`config.mk`:
```
export PLATFORM = sky130hd
export DESIGN_NAME = pipeline_register_elastic
export DESIGN_NICKNAME = d
export VERILOG_FILES = /design/src/rtl/pipeline_register_elastic.sv
export SDC_FILE = /design/constraint.sdc
export NUM_CORES = 1
export LEC_CHECK = 0
export ABC_CLOCK_PERIOD_IN_PS = 1900
export BUFFER_PORTS_ARGS = -buffer_cell sky130_fd_sc_hd__clkbuf_2
export CAP_MARGIN = 30
export CORE_MARGIN = 2
export CORE_UTILIZATION = 35
export CTS_BUF_LIST = sky130_fd_sc_hd__clkbuf_8
export DETAILED_ROUTE_END_ITERATION = 8
export GPL_TIMING_DRIVEN = 0
export PLACE_DENSITY_LB_ADDON = 0.25
export SLEW_MARGIN = 20
export SYNTH_ARGS = -nofsm -noshare
export SYNTH_HDL_FRONTEND = slang
export SYNTH_SLANG_ARGS = --single-unit
```
`constraint.sdc`:
```
create_clock -name clk -period 1.9 [get_ports clk]
set_clock_uncertainty 0.2 [all_clocks]
set_input_delay 0.38 -clock clk [delete_from_list [all_inputs] [get_ports clk]]
set_output_delay 0.38 -clock clk [all_outputs]
set_load 0.01 [all_outputs]
```
`src/rtl/pipeline_register_elastic.sv`:
```
// Elastic pipeline register between two stages with valid/ready handshake.
// Define PR_SKID_BUFFER_EN to add a skid register and a registered in_ready; otherwise a single main register is used.
module pipeline_register_elastic #(
   parameter int unsigned DATA_W = 64,
   parameter int unsigned CTRL_W = 18
) (
   input  logic              clk,
   input  logic              rst,
   input  logic              flush,
   input  logic              in_valid,
   output logic              in_ready,
   input  logic [DATA_W-1:0] in_data,
   input  logic [CTRL_W-1:0] in_ctrl,
   output logic              out_valid,
   input  logic              out_ready,
   output logic [DATA_W-1:0] out_data,
   output logic [CTRL_W-1:0] out_ctrl,
   output logic [1:0]        count
);

`ifdef PR_SKID_BUFFER_EN
   typedef enum logic [1:0] {EMPTY = 2'd0, FULL = 2'd1, SKID = 2'd2} state_e;
`else
   typedef enum logic [1:0] {EMPTY = 2'd0, FULL = 2'd1} state_e;
`endif

   state_e            state_q, state_d;
   logic [DATA_W-1:0] main_data_q, main_data_d;
   logic [CTRL_W-1:0] main_ctrl_q, main_ctrl_d;
   logic              push, pop;

`ifdef PR_SKID_BUFFER_EN
   logic [DATA_W-1:0] skid_data_q, skid_data_d;
   logic [CTRL_W-1:0] skid_ctrl_q, skid_ctrl_d;
   logic              in_ready_q;
`endif

   assign push = in_valid && in_ready;
   assign pop  = out_valid && out_ready;

   // State and storage registers
   always_ff @(posedge clk) begin
      if (rst) begin
         state_q     <= EMPTY;
         main_data_q <= '0;
         main_ctrl_q <= '0;
`ifdef PR_SKID_BUFFER_EN
         skid_data_q <= '0;
         skid_ctrl_q <= '0;
         in_ready_q  <= 1'b1;
`endif
      end else begin
         state_q     <= state_d;
         main_data_q <= main_data_d;
         main_ctrl_q <= main_ctrl_d;
`ifdef PR_SKID_BUFFER_EN
         skid_data_q <= skid_data_d;
         skid_ctrl_q <= skid_ctrl_d;
         in_ready_q  <= (state_d != SKID);
`endif
      end
   end

   // Next-state and storage update; flush wins over push and pop
   always_comb begin
      state_d     = state_q;
      main_data_d = main_data_q;
      main_ctrl_d = main_ctrl_q;
`ifdef PR_SKID_BUFFER_EN
      skid_data_d = skid_data_q;
      skid_ctrl_d = skid_ctrl_q;
`endif
      if (flush) begin
         state_d = EMPTY;
      end else begin
         case (state_q)
            EMPTY: if (push) begin
               state_d     = FULL;
               main_data_d = in_data;
               main_ctrl_d = in_ctrl;
            end
            FULL: begin
               if (push && pop) begin
                  main_data_d = in_data;
                  main_ctrl_d = in_ctrl;
               end else if (pop) begin
                  state_d = EMPTY;
`ifdef PR_SKID_BUFFER_EN
               end else if (push) begin
                  state_d     = SKID;
                  skid_data_d = in_data;
                  skid_ctrl_d = in_ctrl;
`endif
               end
            end
`ifdef PR_SKID_BUFFER_EN
            SKID: if (pop) begin
               state_d     = FULL;
               main_data_d = skid_data_q;
               main_ctrl_d = skid_ctrl_q;
            end
`endif
            default: state_d = EMPTY;
         endcase
      end
   end

   // Outputs: control bundle reads as a NOP whenever nothing is held
   always_comb begin
      out_valid = (state_q != EMPTY);
      out_data  = main_data_q;
      out_ctrl  = out_valid ? main_ctrl_q : '0;
      case (state_q)
         EMPTY:   count = 2'd0;
         FULL:    count = 2'd1;
         default: count = 2'd2;
      endcase
`ifdef PR_SKID_BUFFER_EN
      in_ready = in_ready_q;
`else
      in_ready = !out_valid || out_ready;
`endif
   end

endmodule

```
==> qor.csv <==
metric,value,unit
number of synthesized flops with an enable pin,0,
library cell occupying the most area in the post-synthesis netlist,dfxtp_1,
number of placement rows,38,
Initial Util,36.1,%
total detailed-routing wirelength,9130,um
clock-pin transition on the worst setup and hold timing paths,80,ps
wire length of the first global-routing pass,14100,um
"Area growth, synth to finish",32.0,%
leading cell type by number of instances after synthesis,nand2b_1,
number of buffers between clock root and the deepest sink,2,
Required @ worst endpoint,1320,ps
Multi-input gate area,2010,sq um
number of vias per cell after detailed routing,4.34,
max-slew violation count,0,
cell area power density,726,nW/um^2
Worst Hold Depth,2,
fraction of registers with async set/reset,0,%
die height,110,um
detail-routed net length per standard cell,12.9,um
worst supply voltage drop on vdd,0.000269,V
unrepaired setup endpoints after global routing,false,
DP Worst Slack,54.3,ps
Final Wtd Congestion,0.690,
average size of a mapped cell,10.3,sq um
clock period minus worst slack,1780,ps
leakage power total,2.35,nW
worst-case headroom to the max-slew limit,60.5,%
global-route met1 utilization,18.4,%
post-synth net total,470,
clock latency at the later pin of the worst-skew pair,340,ps
most instantiated cells after synthesis,"nand2b_1, dfxtp_1, mux2i_1",
Clock Sink Count,83,
run status,completed,
Setup WS post-layout,124,ps
leading cell types by total area after synthesis,"dfxtp_1, nand2b_1, mux2i_1",
total clock buffers created by CTS,9,
Pre-Repair DR Iteration Count,4,
Antenna Violating Nets Remaining,0,
final-stage net count,653,
width of the die,110,um
Worst R2R Path Depth,5,
cell with the largest stage delay on the worst path,dfxtp_4,
fraction of the yosys area taken by sequential cells,42.1,%
GR Layer Usage met3,5.23,%
type of the tightest min-delay check,in2reg,
"Critical Path, Cell by Cell",clkbuf_4 > and2_1 > clkbuf_2,
Final Setup Violations,0,
largest stage delay on the critical path,390,ps
pin count of the biggest net entering global routing,13,
area share of the leading cell type in the synthesized netlist,42.1,%
unique cell type count in the Yosys netlist,14,
GRT Residual Overflow,0,
post-route setup TNS,0,ps
clock tree from TritonCTS,yes,
overall die area,12100,sq um
dominant synthesized flop cell,dfxtp_1,
global routing usage on met2,23.5,%
final hold violation count,0,
global-route usage over all layers,15.0,%
Inserted Diodes,0,
register area,1670,sq um
Max Clock Freq,563,MHz
core region area,10900,sq um
number of vias in the routed layout,3082,
critical path class,reg2out,
total I/O pin count,173,
slew at the pin closest to its max-slew limit,593,ps
number of cells produced by synthesis,383,
fraction of final layout cells with drive strength greater than 1,36.7,%
count of buffers from port buffering,170,
number of DRC violations after detailed-routing iteration 0,152,
sort of element at the end of the critical path,primary output,
arrival time at the worst endpoint,1200,ps
antenna violations before repair,0,
number of H-tree branching levels,3,
area of the mapped netlist,3950,sq um
HPWL Detailed,6820,um
number of warnings reported in the yosys synthesis log,0,
fill cell total of the finished layout,1086,
reported max-cap violation count,0,
DRC violations left,0,
number of global-route vias before repair,2957,
routing layer with the top usage in global route,met2,
period utilization,93.5,%
Worst Path Max Fanout,10,
crit start category,flop,
clock root buffer master,clkbuf_8,
total of flip-flops plus latches after synthesis,83,
-- per-layer routing --
| layer | part of all wire (%) | wire length, um |
|---|---|---|
| met2 | 45 | 4120 |
| met3 | 9.3 | 848 |
| met5 | 0 | 0 |
| met1 | 44 | 4060 |
| met4 | 1.1 | 102 |
-- flip-flops by register name (all words and copies together) (netlist names) --
signal	count
state_q	1
main_ctrl_q	18
out_data	64
-- report_power, final --
part           switching (mW)  total [mW]  internal (mW)  leakage [nW]
Sequential             0.0484        1.88           1.83         0.680
Combinational           0.255       0.566          0.310          1.56
Clock                   0.598        1.34          0.741         0.113
Total                   0.902        3.78           2.88          2.35
-- cells by family after synthesis --
logic type | after synthesis | synth area share [%]
AND/OR/NAND/NOR | 186 | 30.2
other | 1 | 0.0950
flip-flops | 83 | 42.1
multiplexers | 82 | 20.8
buffers and inverters | 31 | 6.85
-- critical path, delay by kind of cell (launching register included) --
family | cells | cell delay (ps)
flops | 1 | 390
buf+inv | 2 | 320
simple gates | 1 | 140
-- area by class of cell --
cell class,count,share of cell area [%]
Multi-Input combinational cell,269,38.7
Sequential cell,83,32.0
Timing Repair Buffer,172,16.6
Buffer,30,5.19
Clock buffer,13,3.44
Tap cell,140,3.36
Clock inverter,2,0.649
Inverter,1,0.0721
-- path summary, 6_finish.rpt --
path | slack (ps) | end | start
hold reg to reg | 270 | main_ctrl_q[0] | main_ctrl_q[0]
setup / recovery | 120 | out_ctrl[1] | state_q[0]
setup reg to reg | 340 | out_data[39] | state_q[0]
hold / removal | 60 | state_q[0] | flush
-- through the flow --
step	cells	total power, mW	util, %	area (sq um)	hold slack (ps)
detailed placement	693	2.49	45.5	4970	258
global route	710	3.99	47.6	5210	50.9
CTS	708	3.86	47.5	5190	42.4
global placement	693	2.48	45.5	4970	254
floorplan	383	2.26	-	3950	244
finish	710	3.78	47.6	5210	64.2
-- repair_timing --
action / CTS / global route
setup endpoints to repair: 19 / 3
buffers inserted: 0 / 2
gates resized for setup: 4 / 0
hold buffers: 0 / 0
-- cell usage in the layout, fill, tap and decap left out --
master and instances:
inv_1 2, mux2i_1 82, nor2_1 1, buf_12 9, clkbuf_1 18, dfxtp_1 82
clkbuf_8 13, nor3b_4 1, nor2b_4 1, and2_2 8, bufinv_16 1, clkbuf_2 170
buf_4 4, dfxtp_4 1, and2_1 10, conb_1 1, nor3_1 1, clkbuf_4 1
nand2b_1 164
No activity file was read; power rests on OpenSTA's default activity.
